`src/rtl/control_cmd_readrows.sv`:
```
// Consumes the payload of a "write N rows" command (row_start, row_count, pixel bytes)
// and turns each pixel byte into one framebuffer RAM write, row by row.
module control_cmd_readrows #(
  parameter int PIXEL_WIDTH     = 64,
  parameter int PIXEL_HEIGHT    = 32,
  parameter int BYTES_PER_PIXEL = 2,
  parameter int MAX_ROWS        = 8,
  localparam int ROW_W  = (PIXEL_HEIGHT > 1) ? $clog2(PIXEL_HEIGHT) : 1,
  localparam int COL_W  = (PIXEL_WIDTH > 1) ? $clog2(PIXEL_WIDTH) : 1,
  localparam int PIX_W  = (BYTES_PER_PIXEL > 1) ? $clog2(BYTES_PER_PIXEL) : 1,
  localparam int ADDR_W = ROW_W + COL_W + PIX_W
) (
  input  logic              clk,
  input  logic              reset,
  input  logic              enable,
  input  logic [7:0]        data_in,
  output logic [ADDR_W-1:0] addr,
  output logic [7:0]        data_out,
  output logic              ram_write_enable,
  output logic              ram_access_start,
  output logic              done,
  output logic              error
);

  localparam int CNT_W = $clog2(MAX_ROWS + 1);

  localparam logic [7:0]       MAX_ROWS_B = 8'(MAX_ROWS);
  localparam logic [ROW_W-1:0] ROW_LAST   = ROW_W'(PIXEL_HEIGHT - 1);
  localparam logic [COL_W-1:0] COL_LAST   = COL_W'(PIXEL_WIDTH - 1);
  localparam logic [PIX_W-1:0] PIX_LAST   = PIX_W'(BYTES_PER_PIXEL - 1);
  localparam logic [ROW_W:0]   ROW_MOD    = (ROW_W + 1)'(PIXEL_HEIGHT);

  typedef enum logic [1:0] {
    CAP_ROW,
    CAP_CNT,
    DATA,
    DONE
  } state_t;

  state_t             state_q, state_d;
  logic [ROW_W-1:0]   row_q, row_d;
  logic [COL_W-1:0]   col_q, col_d;
  logic [PIX_W-1:0]   pix_q, pix_d;
  logic [CNT_W-1:0]   rows_left_q, rows_left_d;
  logic               err_flag_q, err_flag_d;
  logic [ADDR_W-1:0]  addr_q, addr_d;
  logic [7:0]         data_q, data_d;
  logic               we_q, we_d;
  logic               as_q, as_d;
  logic               done_q, done_d;
  logic               error_q, error_d;

  // A truncated row byte is below 2*PIXEL_HEIGHT, so one conditional subtract is a full modulo.
  logic [ROW_W:0]   row_trunc;
  logic [ROW_W-1:0] row_mod;

  always_comb begin
    row_trunc = {1'b0, data_in[ROW_W-1:0]};
    row_mod   = (row_trunc >= ROW_MOD) ? ROW_W'(row_trunc - ROW_MOD) : row_trunc[ROW_W-1:0];
  end

  always_comb begin
    // NOTE: every _d gets its hold value first, so no path through the case can infer a latch.
    state_d     = state_q;
    row_d       = row_q;
    col_d       = col_q;
    pix_d       = pix_q;
    rows_left_d = rows_left_q;
    err_flag_d  = err_flag_q;
    addr_d      = addr_q;
    data_d      = data_q;
    we_d        = we_q;
    as_d        = as_q;
    done_d      = 1'b0;
    error_d     = 1'b0;

    unique case (state_q)
      CAP_ROW: begin
        if (enable) begin
          row_d   = row_mod;
          addr_d  = {row_mod, {COL_W{1'b0}}, {PIX_W{1'b0}}};
          we_d    = 1'b0;
          data_d  = 8'h00;
          state_d = CAP_CNT;
        end
      end

      CAP_CNT: begin
        if (enable) begin
          if (data_in == 8'h00 || data_in > MAX_ROWS_B) begin
            err_flag_d = 1'b1;
            state_d    = DONE;
          end else begin
            rows_left_d = data_in[CNT_W-1:0];
            col_d       = COL_LAST;
            pix_d       = PIX_LAST;
            state_d     = DATA;
          end
        end
      end

      DATA: begin
        if (enable) begin
          addr_d = {row_q, col_q, pix_q};
          data_d = data_in;
          we_d   = 1'b1;
          as_d   = ~as_q;
          // Pixel byte counts fastest, then column (right to left), then row.
          if (pix_q != '0) begin
            pix_d = pix_q - 1'b1;
          end else begin
            pix_d = PIX_LAST;
            if (col_q != '0) begin
              col_d = col_q - 1'b1;
            end else begin
              col_d       = COL_LAST;
              row_d       = (row_q == ROW_LAST) ? '0 : row_q + 1'b1;
              rows_left_d = rows_left_q - 1'b1;
              if (rows_left_q == CNT_W'(1)) state_d = DONE;
            end
          end
        end
      end

      DONE: begin
        done_d     = 1'b1;
        error_d    = err_flag_q;
        we_d       = 1'b0;
        data_d     = 8'h00;
        err_flag_d = 1'b0;
        state_d    = CAP_ROW;
        // The host may already be sending the next command's row byte.
        if (enable) begin
          row_d   = row_mod;
          state_d = CAP_CNT;
        end
      end

      default: state_d = CAP_ROW;
    endcase
  end

  always_ff @(posedge clk) begin
    // NOTE: state registers use non-blocking assignment so every flop samples pre-edge values.
    if (reset) begin
      state_q     <= CAP_ROW;
      row_q       <= '0;
      col_q       <= '0;
      pix_q       <= '0;
      rows_left_q <= '0;
      err_flag_q  <= 1'b0;
      addr_q      <= '0;
      data_q      <= 8'h00;
      we_q        <= 1'b0;
      as_q        <= 1'b0;
      done_q      <= 1'b0;
      error_q     <= 1'b0;
    end else begin
      state_q     <= state_d;
      row_q       <= row_d;
      col_q       <= col_d;
      pix_q       <= pix_d;
      rows_left_q <= rows_left_d;
      err_flag_q  <= err_flag_d;
      addr_q      <= addr_d;
      data_q      <= data_d;
      we_q        <= we_d;
      as_q        <= as_d;
      done_q      <= done_d;
      error_q     <= error_d;
    end
  end

  assign addr             = addr_q;
  assign data_out         = data_q;
  assign ram_write_enable = we_q;
  assign ram_access_start = as_q;
  assign done             = done_q;
  assign error            = error_q;

endmodule

```
`config.mk`:
```
export PLATFORM = sky130hd
export DESIGN_NAME = control_cmd_readrows
export DESIGN_NICKNAME = d
export VERILOG_FILES = /design/src/rtl/control_cmd_readrows.sv
export SDC_FILE = /design/constraint.sdc
export NUM_CORES = 1
export LEC_CHECK = 0
export ABC_CLOCK_PERIOD_IN_PS = 3230
export CORE_AREA = 2 2 70 85
export CTS_BUF_LIST = sky130_fd_sc_hd__clkbuf_16
export DETAILED_ROUTE_END_ITERATION = 8
export DIE_AREA = 0 0 72 87
export GPL_TIMING_DRIVEN = 0
export PLACE_DENSITY = 0.67
export REMOVE_ABC_BUFFERS = 1
export SLEW_MARGIN = 20
export SYNTH_ARGS = -nofsm -noshare
export SYNTH_HDL_FRONTEND = slang
export SYNTH_SLANG_ARGS = --single-unit
export TNS_END_PERCENT = 5
```
`constraint.sdc`:
```
create_clock -name clk -period 3.23 [get_ports clk]
set_input_delay 0.323 -clock clk [delete_from_list [all_inputs] [get_ports clk]]
set_output_delay 0.323 -clock clk [all_outputs]
set_load 0.005 [all_outputs]
```
After elaboration in Yosys (flattened, before gate mapping):

Cells that the tools add are included.
Widths: inputs -> output; s select.

* $add $sub $neg: 4
* multiplexer cells: 45
* $lt $le $gt $ge: 1
* equal/unequal tests: 14
* reductions and logical operators: 20
* bitwise operators: 2

Operators with widths (number)
* $mux 6: 5
* $mux 5: 5
* $mux 12: 2
* $pmux 12 s2: 1
* $pmux 8 s3: 1
* $mux 4: 5
* $mux 8: 2
* $ne 2x2->1 const B: 8
* $mux 2: 6
* $pmux 6 s2: 1
* $reduce_and 6->1: 2
* $mux 1: 11
* $pmux 5 s2: 1
* $reduce_and 5->1: 2
* $reduce_and 3->1: 3
* $gt 8x4->1 const B: 1
* $logic_not 8->1: 1
* $pmux 2 s4: 1
* $pmux 4 s2: 1
* $reduce_bool 2->1: 4
* $reduce_bool 6->1: 1
* $sub 6x1->6 const B: 1
* $add 5x1->5 const B: 1
* $eq 5x5->1 const B: 1
* 15 further kinds: 19

* bits in registers: 43
* word-level logic and storage cells: 98
* output and inout bits: 24
* input port bits: 11

Longest topological paths before layout:

* depth after elaboration: 6
* mapped depth: 8
* depth with buffers taken out: 7

Worst setup path before layout:

Ideal clock, no wire load.

* path kind: input to register
* start point: input port data_in[6]
* end point: register col_q[4]
* data required time: 3099 ps
* arrival time: 1852 ps
* path buffers: 0
* stages on the path: 5
* setup slack: 1247 ps
* setup time: 131 ps
* cell sequence: or4_4 > o31a_1 > nor4_2 > nand4_1 > nor3b_1

* word-level cells in the longest chain between the ends: 4
* elaborated cells on any way between the ends: 5
* those cells by class: 1 x order compare; 1 x eq/ne; 3 x reduce/logical

RTL lines
* from (decl): RTL line 16 `input logic [7:0] data_in,`
* $gt 8x4->1 or $logic_not 8->1 (tied branches): RTL line 90 `if (data_in == 8'h00 || data_in > MAX_ROWS_B) begin`
* $logic_or 1x1->1 *: RTL line 90
* $ne 2x2->1 (no source line) *
* $reduce_and 5->1 (no source line) *
* to (signal assigned): RTL line 161 `col_q <= col_d;`
* to (decl): RTL line 42 `logic [COL_W-1:0] col_q, col_d;`

Every way passes the cells marked *; elsewhere a longest branch is shown, timed or not.
A chain may end at the register's enable or synchronous reset.

Final worst setup path:

* start point: register state_q[0]
* end point: register rows_left_q[2]

* word-level cells in the longest chain between the ends: 3
* elaborated cells on any way between the ends: 10
* those cells by class: 7 x eq/ne; 1 x mux; 2 x reduce/logical

RTL lines
* from (decl): RTL line 40 `state_t state_q, state_d;`
* from (signal assigned): RTL line 159 `state_q <= state_d;`
* $eq 2x1->1 or $eq 2x2->1 (tied branches): RTL line 77 `unique case (state_q)`
* $ne 2x2->1 (no source line) or $reduce_bool 2->1 (tied branches)
* $reduce_and 6->1 (no source line)
* to (signal assigned): RTL line 163 `rows_left_q <= rows_left_d;`
* to (decl): RTL line 44 `logic [CNT_W-1:0] rows_left_q, rows_left_d;`

Several ways; a longest one is shown, not always the timed one.

==> reports/results.tsv <==
stage	metric	value	unit
run_status	run_status	finished clean	
floorplanning	initial_utilization	0.383	
sta	tightest_slew	0.729	ns
clocking	cts_setup_buffers	0	
floorplanning	num_io_pins	35	
synthesis	synth_top_family_by_area	simple AND/OR/NAND/NOR gates	
drt	drc	0	
final_layout	area_growth	27.9	%
worst_setup_path	worst_ep_required_time	3.44	ns
synthesis	ys_warn_count	0	
clocking	htreeDepth	2	
power	switching_power	0.000762	W
final_layout	multiInputGateArea	0.00117	mm2
sta	slew_headroom	0.514	
clocking	clkSlewWorstSetupHoldPaths	0.06	ns
clocking	numClockSinks	43	
power	power_frac_seq	0.338	
drt	totalWireLength	4.58	mm
clocking	cts_buffers	5	
synthesis	synth_compound_area_frac	0.215	
sta	hold_viol	0	
clocking	cts.repair.resized	0	
worst_setup_path	crit_slowest_cell	ha_2	
power	netSwitchingFraction	0.349	
drt	ant_nets	0	
sta	fin_skew	0.00668	ns
global_routing	grt_pass1_wl	8.01	mm
global_routing	track_usage	0.160	
synthesis	synth_fa_ha_area_frac	0.0651	
placed_design	placed_cell_area	0.00251	mm2
global_routing	antenna_found_initial	0	
clocking	clk_path_buf_depth	2	
worst_setup_path	cp-start-kind	register	
sta	fmax	411	MHz
global_routing	grt_max_degree	39	
worst_hold_path	min_path_type	in2reg	
power	p_int	0.00142	W
final_layout	finalInstanceArea	0.00270	mm2
job	max_cap_viol_count	0	
synthesis	netlist-cell-type-count	46	
placed_design	numPortBuffers	34	
sta	fin_tns_setup	0	ns
final_layout	fillers	547	
power	power.leakage	0.965	nW
synthesis	yosys.area_share.xor_xnor	0.00828	
worst_setup_path	crit_path_cell_trace	inv_1 > ha_2 > and4_1 > o211ai_4 > or3b_1 > a31oi_1	
floorplanning	die_area	0.00626	mm2
worst_setup_path	cp_max_fo	38	
final_layout	regArea	861	um2
final_layout	drive_above_1_share	0.0623	
power	peakVddDrop	0.000338	V
synthesis	yosysSeqAreaShare	0.407	
clocking	clock_latency	0.29	ns
synthesis	syn-instance-count	242	
drt	wl_per_cell	13.6	um
placed_design	gp_congestion	0.767	
synthesis	async_flop_share	0	
worst_setup_path	end_kind	register	
power	combPwrFrac	0.365	
global_routing	overflow	0	
final_layout	diodes	0	
drt	via_count	1824	
synthesis	synth_edf_count	0	
sta	finalCritPeriodShare	0.753	
global_routing	first_global_vias	1697	
power	power_density	807	mW/mm2
clocking	cts_tree	yes	
placed_design	dp_hpwl	3.22	mm
worst_setup_path	crit_arrival	2.64	ns
synthesis	ys_ff_latch	43	
synthesis	synthesis.area	0.00211	mm2
sta	drv_slew	0	
synthesis	synth_flop_cell	dfxtp_1	
synthesis	synth_simple_gate_area_share	0.217	
sta	report.final.setup_viol	0	
sta	grt_setup_unrepaired	no	
worst_setup_path	path_buf_inv	1	
drt	viasPerCell	5.41	
worst_setup_path	path_class	reg2reg	
drt	firstDrtPassIters	4	
synthesis	avgSynthCellArea	8.74	um2
placed_design	placed_cells	329	
worst_setup_path	critPathTopFamily	simple AND/OR/NAND/NOR gates	
floorplanning	num_rows	30	
final_layout	stdcell_count	337	
worst_setup_path	critPathMaxStageDelay	0.69	ns
power	clock_power_share	0.297	
floorplanning	core_region_area	0.00552	mm2
drt	dr.first_iter.drc_count	76	
clocking	cts_root_buffer	clkbuf_16	
synthesis	synthMuxAreaShare	0.0473	
floorplanning	die_h	87	um
sta	finalCriticalPeriod	2.43	ns
floorplanning	die_w	72	um
final_layout	final_nets	294	
clocking	hold_buffers	0	
final_layout	utilization	0.490	
## kinds of logic (layout without fill, tap and decap cells)
logic type	Yosys count	after routing
AO/OA/AOI/OAI	63	63
XOR/XNOR	2	2
adder cells (fa/ha/maj)	11	11
buffers and inverters	23	54
flip-flops	43	43
multiplexers	10	10
AND/OR/NAND/NOR	90	90
## layer usage
metal,part of all wire,vias up,global-route usage
met3,0.036,6,0.0347
met5,0,-,0
met4,0.017,0,0.0566
met2,0.49,36,0.269
li1,-,931,-
met1,0.46,851,0.203
## cells in the mapped netlist (3+ instances only)
| cell | number | area [um2] |
|---|---|---|
| nand3_1 | 11 | 55.1 |
| inv_1 | 11 | 41.3 |
| ha_1 | 11 | 138 |
| nor3_1 | 6 | 30.0 |
| clkbuf_1 | 12 | 45.0 |
| nor3b_1 | 3 | 22.5 |
| nor2b_1 | 4 | 25.0 |
| dfxtp_1 | 43 | 861 |
| a311oi_1 | 3 | 26.3 |
| o21ai_0 | 5 | 25.0 |
| nor2_1 | 31 | 116 |
| a21oi_1 | 18 | 90.1 |
| mux2i_1 | 10 | 100 |
| a22oi_1 | 7 | 52.6 |
| nand2_1 | 16 | 60.1 |
| nand2b_1 | 4 | 25.0 |
| a211oi_1 | 11 | 82.6 |
## per-stage QoR
step	hold WS, ns	worst slack, ns	power, W
2_1_floorplan	0.392	0.870	0.00131
3_3_place_gp	0.444	0.386	0.00153
3_5_place_dp	0.448	0.598	0.00154
4_1_cts	0.431	0.799	0.00220
5_1_grt	0.457	0.651	0.00234
6_report	0.431	0.799	0.00218
## cell type report
cell class | instances | area share
clock buffer | 5 | 0.0463
clock inverter | 3 | 0.0236
inverter | 11 | 0.0153
multi-input combinational | 176 | 0.433
sequential | 43 | 0.318
tap | 64 | 0.0296
timing repair buffer | 35 | 0.134
## sequential cells by signal (all words and copies together), names as in the netlist, 2 cells and up
name	cells
col_q	6
state_q	2
rows_left_q	4
addr	12
data_out	8
row_q	5
## cells in the final DEF (no fill, tap or decap), types with 3 or more instances in the layout
cell	synthesis	final
a211oi_1	11	11
a21oi_1	18	18
a22oi_1	7	7
a311oi_1	3	3
clkbuf_16	0	5
clkdlybuf4s50_1	0	33
dfxtp_1	43	43
ha_1	11	10
inv_1	11	12
mux2i_1	10	10
nand2_1	16	16
nand2b_1	4	4
nand3_1	11	11
nor2_1	31	31
nor2b_1	4	4
nor3_1	6	6
nor3b_1	3	3
o21ai_0	5	5
## worst register-to-register path: cells and delay by family (launching register included)
family	cells	cell delay, ns
AO/OA/AOI/OAI	2	0.31
adder cells (fa/ha/maj)	1	0.69
buffers and inverters	1	0.17
flip-flops	1	0.35
AND/OR/NAND/NOR	2	0.83
## worst paths after layout
path | from | to | cells after the start | slack, ns
hold reg to reg | ram_write_enable | ram_write_enable | 2 | 0.45
setup / recovery | state_q[0] | rows_left_q[2] | 6 | 0.80
hold / removal | reset | state_q[1] | 2 | 0.43
setup reg to reg | state_q[0] | rows_left_q[2] | 6 | 0.80
## power by group through the flow
| stage | Combinational [W] | Clock, W | Sequential (W) |
|---|---|---|---|
| CTS | 0.000802 | 0.000666 | 0.000737 |
| finish | 0.000797 | 0.000648 | 0.000737 |
| detailed placement | 0.000796 | 0 | 0.000748 |
| global placement | 0.000781 | 0 | 0.000745 |
| global route | 0.000902 | 0.000678 | 0.000757 |
| floorplan | 0.000580 | 0 | 0.000729 |
(Power assumes the default switching activity.)
